==> src/rtl/letter_ram_writer.sv <==
// Write-side engine for the 1-bit letter bitmap RAM: draws font glyphs pixel by pixel
// or fills the whole bitmap with CLEAR_VAL, one RAM write per clock.
module letter_ram_writer #(
  parameter int unsigned X_W       = 8,
  parameter int unsigned Y_W       = 8,
  parameter int unsigned GLYPH_H   = 16,
  parameter logic        CLEAR_VAL = 1'b0,
  localparam int unsigned ROW_W    = $clog2(GLYPH_H)
) (
  input  logic               clk,
  input  logic               reset,
  input  logic               cmd_valid,
  output logic               cmd_ready,
  input  logic               cmd_clear,
  input  logic [7:0]         cmd_char,
  input  logic [X_W-1:0]     cmd_x,
  input  logic [Y_W-1:0]     cmd_y,
  output logic [6+ROW_W:0]   font_addr,
  input  logic [7:0]         font_data,
  output logic [15:0]        ada,
  output logic               din,
  output logic               cea,
  output logic               busy
);

  typedef enum logic [2:0] {StIdle, StClear, StFetch, StLatch, StWrite} state_e;

  state_e             state_q, state_d;
  logic [7:0]         char_q, char_d;
  logic [X_W-1:0]     x_q, x_d;
  logic [Y_W-1:0]     y_q, y_d;
  logic [ROW_W-1:0]   row_q, row_d;
  logic [2:0]         col_q, col_d;
  logic [7:0]         sh_q, sh_d;
  logic [15:0]        ada_q, ada_d;
  logic               din_q, din_d;
  logic               cea_q, cea_d;
  logic [6+ROW_W:0]   fa_q, fa_d;

  logic [2:0]         pix_col;
  logic               pix_bit;
  logic [X_W:0]       px;
  logic [Y_W:0]       py;
  logic               clip;
  logic               emit;
  logic [ROW_W-1:0]   row_inc;

  // Pixel computed here is the one presented in the cycle after the current edge.
  always_comb begin
    pix_col = (state_q == StWrite) ? col_q + 3'd1 : 3'd0;
    pix_bit = (state_q == StWrite) ? sh_q[7] : font_data[7];
    px      = {1'b0, x_q} + (X_W + 1)'(pix_col);
    py      = {1'b0, y_q} + (Y_W + 1)'(row_q);
    clip    = px[X_W] | py[Y_W];
    row_inc = row_q + 1'b1;
  end

  always_comb begin
    state_d = state_q;
    char_d  = char_q;
    x_d     = x_q;
    y_d     = y_q;
    row_d   = row_q;
    col_d   = col_q;
    sh_d    = sh_q;
    ada_d   = ada_q;
    fa_d    = fa_q;
    din_d   = 1'b0;
    cea_d   = 1'b0;
    emit    = 1'b0;
    unique case (state_q)
      StIdle: begin
        if (cmd_valid) begin
          char_d = cmd_char;
          x_d    = cmd_x;
          y_d    = cmd_y;
          row_d  = '0;
          col_d  = '0;
          if (cmd_clear) begin
            state_d = StClear;
            ada_d   = '0;
            cea_d   = 1'b1;
            din_d   = CLEAR_VAL;
          end else begin
            state_d = StFetch;
            fa_d    = {cmd_char[6:0], {ROW_W{1'b0}}};
          end
        end
      end
      StClear: begin
        if (ada_q == 16'hFFFF) begin
          state_d = StIdle;
        end else begin
          ada_d = ada_q + 16'd1;
          cea_d = 1'b1;
          din_d = CLEAR_VAL;
        end
      end
      StFetch: state_d = StLatch;
      StLatch: begin
        state_d = StWrite;
        col_d   = 3'd0;
        sh_d    = {font_data[6:0], 1'b0};
        emit    = 1'b1;
      end
      StWrite: begin
        if (col_q == 3'd7) begin
          if (row_q == ROW_W'(GLYPH_H - 1)) begin
            state_d = StIdle;
          end else begin
            row_d   = row_inc;
            fa_d    = {char_q[6:0], row_inc};
            state_d = StFetch;
          end
        end else begin
          col_d = col_q + 3'd1;
          sh_d  = {sh_q[6:0], 1'b0};
          emit  = 1'b1;
        end
      end
      default: state_d = StIdle;
    endcase
    // Clipped pixels keep their slot and wrapped address but never write.
    if (emit) begin
      ada_d = {py[Y_W-1:0], px[X_W-1:0]};
      cea_d = ~clip;
      din_d = ~clip & (pix_bit ^ char_q[7]);
    end
  end

  always_ff @(posedge clk) begin
    if (reset) begin
      state_q <= StIdle;
      char_q  <= '0;
      x_q     <= '0;
      y_q     <= '0;
      row_q   <= '0;
      col_q   <= '0;
      sh_q    <= '0;
      ada_q   <= '0;
      din_q   <= 1'b0;
      cea_q   <= 1'b0;
      fa_q    <= '0;
    end else begin
      state_q <= state_d;
      char_q  <= char_d;
      x_q     <= x_d;
      y_q     <= y_d;
      row_q   <= row_d;
      col_q   <= col_d;
      sh_q    <= sh_d;
      ada_q   <= ada_d;
      din_q   <= din_d;
      cea_q   <= cea_d;
      fa_q    <= fa_d;
    end
  end

  assign cmd_ready = (state_q == StIdle);
  assign busy      = ~cmd_ready;
  assign font_addr = fa_q;
  assign ada       = ada_q;
  assign din       = din_q;
  assign cea       = cea_q;

endmodule

==> config.mk <==
export PLATFORM = sky130hd
export DESIGN_NAME = letter_ram_writer
export DESIGN_NICKNAME = d
export VERILOG_FILES = /design/src/rtl/letter_ram_writer.sv
export SDC_FILE = /design/constraint.sdc
export NUM_CORES = 1
export LEC_CHECK = 0
export ABC_AREA = 1
export BUFFER_PORTS_ARGS = -buffer_cell sky130_fd_sc_hd__buf_2
export CORE_UTILIZATION = 30
export DETAILED_ROUTE_END_ITERATION = 8
export SLEW_MARGIN = 10
export SYNTH_ARGS = -nofsm -noshare
export SYNTH_HDL_FRONTEND = slang
export SYNTH_SLANG_ARGS = --single-unit
==> constraint.sdc <==
create_clock -name clk -period 5.3 [get_ports clk]
set_input_delay 0.53 -clock clk [delete_from_list [all_inputs] [get_ports clk]]
set_output_delay 0.53 -clock clk [all_outputs]
set_load 0.01 [all_outputs]
==> results_dict.tcl, run 1 <==
set metrics [dict create \
    worst_slew_pin_slew_ps 1150 \
    finalSetupViolCount 0 \
    crit_arrival_ps 3030 \
    grt_pass1_vias 3688 \
    ant_nets 0 \
    post_cts_resized 0 \
    regArea_sq_um 1400 \
    final_cell_mix "nand2_1 (134), dfxtp_1 (70), buf_2 (66), nor2_1 (63), a21oi_1 (59)" \
    maxSlewViolCount 0 \
    cts.htree.levels 3 \
    synth_area_sq_um 3860 \
    core_sq_um 12600 \
    grt_pass1_wl_um 17400 \
    start_util_pct 30.7 \
    fin_worst_skew_ps 4.37 \
    clock-root-buffer "clkbuf_16" \
    synth-edff-count 0 \
    routabilityCongestion 0.837 \
    hp-start "char_q[4]" \
    rsz0062_at_grt "no" \
    layout-drive-gt1-share_pct 17.8 \
    critPathCaptureType "register" \
    syn_to_final_growth_pct 20.5 \
    dp_hpwl_um 7470 \
    multi_input_comb_area_sq_um 2100 \
    use_met1_pct 20.3 \
    yosys.area.top_type_share_pct 36.3 \
    yosysTopAreaCell "dfxtp_1" \
    globalRouteMet2Util_pct 28.7 \
    diodes 0 \
    ys_types 34 \
    drt_iter0_drc 215 \
    numCtsBuffers 9 \
    ys_warn_count 0 \
    ys_seq_elements 70 \
    grt_util_all_layers_pct 16.7 \
    finalHoldViolations 0 \
    required_ps 5530 \
    clkTransAtPathRegs_ps 60 \
    grtUsageMet3_pct 4.34 \
    wl_per_cell_um 12.8 \
    die_x_um 115 \
    holdCritPathClass "reg2reg" \
    setup_tns_ps 0 \
    grt-ovfl-total 0 \
    cp-startpoint "state_q[1]" \
    leakage_nw 2.07 \
    slew_headroom_pct 23.4 \
    antenna_found_initial 0 \
    period_needed_ps 2800 \
    cts_setup_buffers 0 \
    peakVddDrop_v 0.000211 \
    final_common_cell "nand2_1" \
    die_height_um 115 \
    cp-start-kind "register" \
    nets 678 \
    async_flop_share_pct 0 \
    grt_start_max_net_pins 42 \
    top_usage_layer "met2" \
    final.period_utilization_pct 52.8 \
    outcome "completed" \
    yosysSeqAreaShare_pct 36.3 \
    fillCellCount 1338 \
    syn_nets 623 \
    cts_hold_buf 0 \
    path_max_fanout 26 \
    rows 41 \
    crit_type "reg2reg" \
    dieArea_sq_um 13300 \
    viasPerCell 4.71 \
    power_density_nw_per_um2 410 \
    cap_violations 0 \
    power.total_mw 1.91 \
    synth_cells 574 \
    cts.sinks 70 \
    synthTopCellsByArea "dfxtp_1 (36%), nand2_1 (13%), a21oi_1 (7.7%)" \
    wl_um 10300 \
    vias 3798 \
    port_buffers 66 \
    clock_latency_ps 340 \
    drt_pass1_iterations 4 \
    syn_avg_cell_area_sq_um 6.72 \
    cts_tree "done" \
    cts_buffer_depth 2 \
    drc_errors 0 \
    top_level_ports 67 \
    synth_ff_type "dfxtp_1" \
    fmax_mhz 357 \
    r2r-start "state_q[1]" \
]
-- area by class of cell --
class                           count  share of cell area [%]
Sequential cell                    70                    30.1
Clock buffer                        9                    4.84
Tap cell                          172                    4.63
Inverter                           59                    4.79
Multi-Input combinational cell    422                    45.2
Timing Repair Buffer               67                    7.27
Clock inverter                      7                    3.12
-- worst max-delay path: stages (launching register included) --
cell and delay, ps:
dfxtp_1 350, nor2_2 150, nand2_1 440, nor2_1 320, ha_1 210, inv_1 60, fa_1 400, inv_1 70
nand2_1 40, nand2_1 100, nand3_1 100, nor2_1 100, nand2_1 50, nand3_1 90, nand3_1 80, nand2_1 60
inv_1 50
-- power breakdown --
group | internal (mW) | switching [mW]
Clock | 0.510 | 0.243
Sequential | 0.607 | 0.0847
Combinational | 0.160 | 0.302
-- final timing paths --
check	cells past startpoint	endpoint	slack, ps
min	2	char_q[4]	450
max	16	cea	2500
min reg2reg	2	char_q[4]	450
max reg2reg	16	cea	2500
-- stage by stage --
stage | util, % | setup slack [ps] | area, sq um | cells | hold WS (ps)
floorplan | - | 3040 | 3860 | 574 | 425
global placement | 34.0 | 2630 | 4280 | 790 | 436
detailed placement | 34.0 | 2540 | 4280 | 790 | 440
CTS | 37.0 | 2520 | 4650 | 806 | 449
global route | 37.0 | 2130 | 4650 | 806 | 468
finish | 37.0 | 2500 | 4650 | 806 | 448
-- Yosys cell counts, types with 5 or more instances --
cell type,number
nand4_1,5
nor2_1,63
inv_2,7
o21ai_1,9
clkbuf_1,9
nand3_1,50
ha_1,11
nand2_2,7
a21oi_1,59
a31oi_1,6
nand2_1,134
inv_1,51
o21ai_0,47
dfxtp_1,70
buf_2,7
-- flip-flops by register name (all words and copies together) (netlist names) --
signal     cells
ada           16
row_q          4
y_q            8
char_q         8
col_q          3
font_addr     11
din            1
state_q        3
cea            1
x_q            8
sh_q           7
-- kinds of logic (layout without fill, tap and decap cells) --
family                   Yosys count  after routing  share of synthesized area (%)
flip-flops                        70             70                           36.3
adder cells (fa/ha/maj)           13             13                           4.60
buffers and inverters             82            142                           9.21
AO/OA/AOI/OAI                    128            128                           17.5
AND/OR/NAND/NOR                  276            276                           31.2
XOR/XNOR                           5              5                           1.13
-- metal layers --
metal | part of all wire, % | up-vias
li1 | - | 1979
met1 | 47 | 1725
met2 | 45 | 85
met3 | 6.2 | 9
met4 | 1.1 | 0
met5 | 0 | -
Power figures use the tool's default switching activity.
==> run 2, diff against run 1 <==
Clock period 5.3 ns to 2.66 ns, I/O delays scaled along.
==> results_dict.tcl, run 2 (synthesis results as in run 1) <==
set metrics [dict create \
    die_height_um 115 \
    largest_reg_flops 16 \
    cts_buffer_depth 2 \
    cp-start-kind "register" \
    power_density_nw_per_um2 786 \
    post-place-ws_ps 445 \
    cp-startpoint "state_q[0]" \
    seq_power_share_pct 37.6 \
    crit_arrival_ps 2490 \
    cts_setup_buffers 0 \
    die_x_um 115 \
    peakVddDrop_v 0.000337 \
    final.period_utilization_pct 85.0 \
    top_level_ports 67 \
    worst_slew_pin_slew_ps 815 \
    wl_met2_um 4650 \
    grt_start_max_net_pins 32 \
    m1WireLength_um 4730 \
    crit_type "reg2reg" \
    leakage_nw 2.09 \
    power.total_mw 3.66 \
    outcome "completed" \
    drc_errors 0 \
    drt_iter0_drc 238 \
    final_util_pct 37.1 \
    viasPerCell 4.76 \
    r2r-start "state_q[0]" \
    setup.worst_path.end "cea" \
    power_frac_comb_pct 25.3 \
    final_cell_mix "nand2_1 (134), dfxtp_1 (70), buf_2 (66), nor2_1 (63), a21oi_1 (59)" \
    grt-ovfl-total 0 \
    critPathCaptureType "register" \
    fmax_mhz 442 \
    grt_util_all_layers_pct 16.4 \
    final_common_cell "nand2_1" \
    reg2reg_depth 15 \
    core_sq_um 12600 \
    wl_met3_um 581 \
    clockPowerShare_pct 37.1 \
    top_layer "met4" \
    finalInstanceArea_sq_um 4660 \
    syn_to_final_growth_pct 20.8 \
    drt_pass1_iterations 4 \
    multi_input_comb_area_sq_um 2100 \
    clock_latency_ps 340 \
    wl_um 10200 \
    setup_tns_ps 0 \
    clock-root-buffer "clkbuf_16" \
    cts_tree "done" \
    rsz0062_at_grt "no" \
    ant_nets 0 \
    fillCellCount 1362 \
    r2r_slack_ps 400 \
    post_cts_resized 0 \
    layout-drive-gt1-share_pct 18.5 \
    regArea_sq_um 1400 \
    grt_pass1_wl_um 16900 \
    reg2reg_to "cea" \
    period_needed_ps 2260 \
    dp_hpwl_um 7660 \
    cts.sinks 70 \
    maxSlewViolCount 0 \
    nets 683 \
    rows 41 \
    switching_share_pct 33.5 \
    routabilityCongestion 0.855 \
    fin_worst_skew_ps 4.76 \
    clkTransAtPathRegs_ps 60 \
    holdCritPathClass "in2reg" \
    cts_hold_buf 0 \
    setup_ws_ps 400 \
    cap_violations 0 \
    slew_headroom_pct 45.6 \
    finalSetupViolCount 0 \
    cts.htree.levels 3 \
    diodes 0 \
    switchingPower_mw 1.23 \
    required_ps 2890 \
    wl_per_cell_um 12.5 \
    power.internal_mw 2.44 \
    dpl_cell_area_sq_um 4320 \
    numCtsBuffers 9 \
    port_buffers 66 \
    vias 3862 \
    grt_pass1_vias 3760 \
    antenna_found_initial 0 \
    path_max_fanout 12 \
    start_util_pct 30.7 \
    finalHoldViolations 0 \
    dieArea_sq_um 13300 \
]
run 2: cell types whose count changed in the layout (fill, tap and decap cells not counted):
cell and change:
clkbuf_8 +3, bufinv_16 -2, inv_6 -1, buf_4 +5
clkinv_4 +1, clkinvlp_4 -1
run 2: power groups by stage:
| stage | combinational [mW] | clock, mW | sequential (mW) |
|---|---|---|---|
| 3_5_place_dp | 0.929 | 0 | 1.39 |
| 6_report | 0.927 | 1.36 | 1.38 |
| 2_1_floorplan | 0.670 | 0 | 1.38 |
| 3_3_place_gp | 0.914 | 0 | 1.39 |
| 4_1_cts | 0.933 | 1.38 | 1.37 |
| 5_1_grt | 1.07 | 1.43 | 1.40 |
run 2: worst min-delay path by stage:
stage | start | depth (start not counted) | slack, ps | endpoint
2_1_floorplan | reset | 1 | 340 | state_q[1]
3_3_place_gp | char_q[1] | 2 | 440 | char_q[1]
3_5_place_dp | char_q[4] | 2 | 440 | char_q[4]
4_1_cts | font_data[3] | 3 | 190 | sh_q[4]
5_1_grt | cmd_y[0] | 3 | 200 | y_q[0]
6_report | font_data[3] | 3 | 200 | sh_q[4]
run 2: worst max-delay path: stages, from the launching register on:
cell and delay [ps]:
dfxtp_1 370, inv_2 60, nand2_1 80, nor2_4 280, nand2_1 160, fa_1 460, inv_1 70, nand2_1 50
nand2_1 90, nand3_1 100, nor2_1 100, nand2_1 50, nand3_1 100, nand3_1 80, nand2_1 70, inv_1 50
run 2: final cells by class:
type,count,area share (%)
Tap cell,172,4.62
Timing Repair Buffer,72,8.05
Clock buffer,12,5.72
Inverter,59,4.78
Multi-Input combinational cell,422,45.1
Sequential cell,70,30.1
Clock inverter,4,1.66
run 2: metrics by stage:
| step | instances | hold WS [ps] |
|---|---|---|
| 3_3_place_gp | 795 | 437 |
| 2_1_floorplan | 574 | 344 |
| 5_1_grt | 811 | 201 |
| 3_5_place_dp | 795 | 442 |
| 6_report | 811 | 201 |
| 4_1_cts | 811 | 193 |
run 2: layer usage:
layer	global-route usage, %	up-vias
met2	27.8	93
met3	5.07	16
met5	0	-
li1	-	1989
met4	6.06	0
met1	19.6	1764
==> run 3, diff against run 2 <==
Settings changed: ABC_AREA 1 to 0.
Clock period 2.66 ns to 2.1 ns, I/O delays scaled along.
==> results_dict.tcl, run 3 <==
set metrics [dict create \
    yosysTopAreaCell "dfxtp_1" \
    finalInstanceArea_sq_um 5120 \
    crit_type "reg2reg" \
    yosys.area.top_type_share_pct 37.6 \
    yosysSeqAreaShare_pct 37.6 \
    critPathCaptureType "register" \
    cap_violations 0 \
    clock_latency_ps 330 \
    cpMaxStageDelayCell "dfxtp_2" \
    synth-edff-count 0 \
    worst-path-buf-inv 1 \
    period_needed_ps 2090 \
    setup_ws_ps 8.09 \
    path_max_fanout 3 \
    ys_types 59 \
    required_ps 2300 \
    grt-ovfl-total 0 \
    peakVddDrop_v 0.000475 \
    async_flop_share_pct 0 \
    netlist_top_cells_count "nand2_1 (101), dfxtp_1 (70), a21oi_1 (50)" \
    hold_path_depth 3 \
    regArea_sq_um 1410 \
    die_x_um 114 \
    cp_top_family "compound AO/OA/AOI/OAI gates" \
    grt_util_all_layers_pct 17.5 \
    grt_pass1_vias 3561 \
    drc_errors 0 \
    post-place-ws_ps -89.4 \
    clkTransAtPathRegs_ps 60 \
    holdCritPathClass "in2reg" \
    cts.sinks 70 \
    antenna_found_initial 0 \
    critPathMaxStageDelay_ps 370 \
    wl_um 11300 \
    core_sq_um 12100 \
    cts_hold_buf 0 \
    slew_headroom_pct 63.3 \
    cts_buffer_depth 2 \
    viasPerCell 5.09 \
    fillCellCount 1192 \
    grt_pass1_wl_um 17700 \
    setup_tns_ps 0 \
    start_util_pct 30.9 \
    port_buffers 66 \
    final_cell_mix "nand2_1 (98), dfxtp_1 (66), buf_2 (66), a21oi_1 (48), buf_4 (47)" \
    ys_seq_elements 70 \
    top_level_ports 67 \
    nets 624 \
    cts.htree.levels 3 \
    synth_area_sq_um 3730 \
    syn_avg_cell_area_sq_um 7.92 \
    clock-root-buffer "clkbuf_16" \
    ant_nets 0 \
    multi_input_comb_area_sq_um 2280 \
    cp_num_cells 9 \
    ys_warn_count 0 \
    outcome "completed" \
    cts_tree "done" \
    maxSlewViolCount 0 \
    wl_per_cell_um 15.1 \
    routabilityCongestion 0.894 \
    largest_reg_flops 16 \
    finalSetupViolCount 0 \
    reg2reg_depth 9 \
    drt_iter0_drc 256 \
    finalHoldViolations 0 \
    crit_arrival_ps 2290 \
    rsz0062_at_grt "yes" \
    numCtsBuffers 9 \
    die_height_um 114 \
    power_density_nw_per_um2 755 \
    synthTopCellsByArea "dfxtp_1 (38%), nand2_1 (10%), a21oi_1 (6.7%)" \
    syn_to_final_growth_pct 37.4 \
    worstPathCellList "nor3b_4 > nand2_2 > inv_1 > ha_1 > a211o_1 > o2111ai_1 > xnor2_1 > a221oi_2 > a21oi_1" \
    grt_start_max_net_pins 44 \
    rows 40 \
    fin_worst_skew_ps 8.89 \
    leakage_nw 2.12 \
    diodes 0 \
    vias 3807 \
    cp-start-kind "register" \
    fmax_mhz 478 \
    synth_ff_type "dfxtp_1" \
    worst_slew_pin_slew_ps 551 \
    final.period_utilization_pct 99.6 \
    synth_cells 471 \
    yosysMostFrequentCell "nand2_1" \
    layout-drive-gt1-share_pct 30.9 \
    syn_nets 520 \
    dp_hpwl_um 7840 \
    power.total_mw 3.87 \
    dpl_cell_area_sq_um 4560 \
    dieArea_sq_um 12900 \
    final_common_cell "nand2_1" \
    drt_pass1_iterations 5 \
]
## run 3: cell count changes in the layout (fill, tap and decap cells not counted), sizes merged, moves of 6 or more
cell and delta:
o21ai -47, nand3 -34, inv -44, xnor2 +6, buf +48, a311oi +14, mux2i +6, nor2 -22
a211oi +8, nand2 -43, a21oi -9
## run 3: metrics by stage
step | utilization [%] | hold slack, ps | std cells
final | 42.5 | 118 | 748
after floorplan | - | 346 | 471
after CTS | 41.0 | 114 | 742
after global routing | 42.5 | 116 | 748
after global placement | 37.8 | 442 | 725
after detailed placement | 37.8 | 446 | 725
## run 3: worst min-delay path, stage by stage
cell     delay [ps]
buf_2            90
nand2_1          40
a21oi_1          50
## run 3: timing repair
action	in CTS	in global routing
gates cloned	0	2
setup buffers	1	4
endpoints found under the setup margin	6	23
pin swaps	1	6
gates resized for setup	4	32
## run 3: path summary, 6_finish.rpt
check / start / endpoint / slack [ps]
worst min-delay path: cmd_x[5] / x_q[5] / 120
worst max register to register: state_q[2] / ada[5] / 8
worst min register to register: char_q[5] / char_q[5] / 450
worst max-delay path: state_q[2] / ada[5] / 8
## run 3: power by group
part | leakage (nW) | switching (mW) | total [mW] | internal [mW]
combinational | 1.38 | 0.342 | 0.611 | 0.269
clock | 0.170 | 0.573 | 1.80 | 1.23
sequential | 0.572 | 0.0555 | 1.46 | 1.40
total | 2.12 | 0.970 | 3.87 | 2.90
## run 3: layer usage
metal	vias to the layer above	track usage [%]	wire length (um)
li1	1880	-	-
met1	1784	23.1	5330
met2	129	27.5	5180
met3	14	4.41	602
met4	0	6.84	178
met5	-	0	0
## run 3: cell type report
class	instances	share of cell area (%)
clock buffers	13	5.08
clock inverters	3	1.76
inverters	14	1.03
multi-input cells	359	44.5
flip-flops and latches	70	27.5
well taps	168	4.10
repair buffers	121	16.0
## run 3: kinds of logic (layout without fill, tap and decap cells)
kind of cell | Yosys count | in the layout | synth area share (%)
multiplexers | 6 | 6 | 1.61
AO/OA/AOI/OAI | 121 | 122 | 22.3
adder cells (fa/ha/maj) | 13 | 13 | 4.76
XOR/XNOR | 14 | 14 | 3.29
buffers and inverters | 43 | 151 | 5.47
AND/OR/NAND/NOR | 204 | 204 | 25.0
flip-flops | 70 | 70 | 37.6
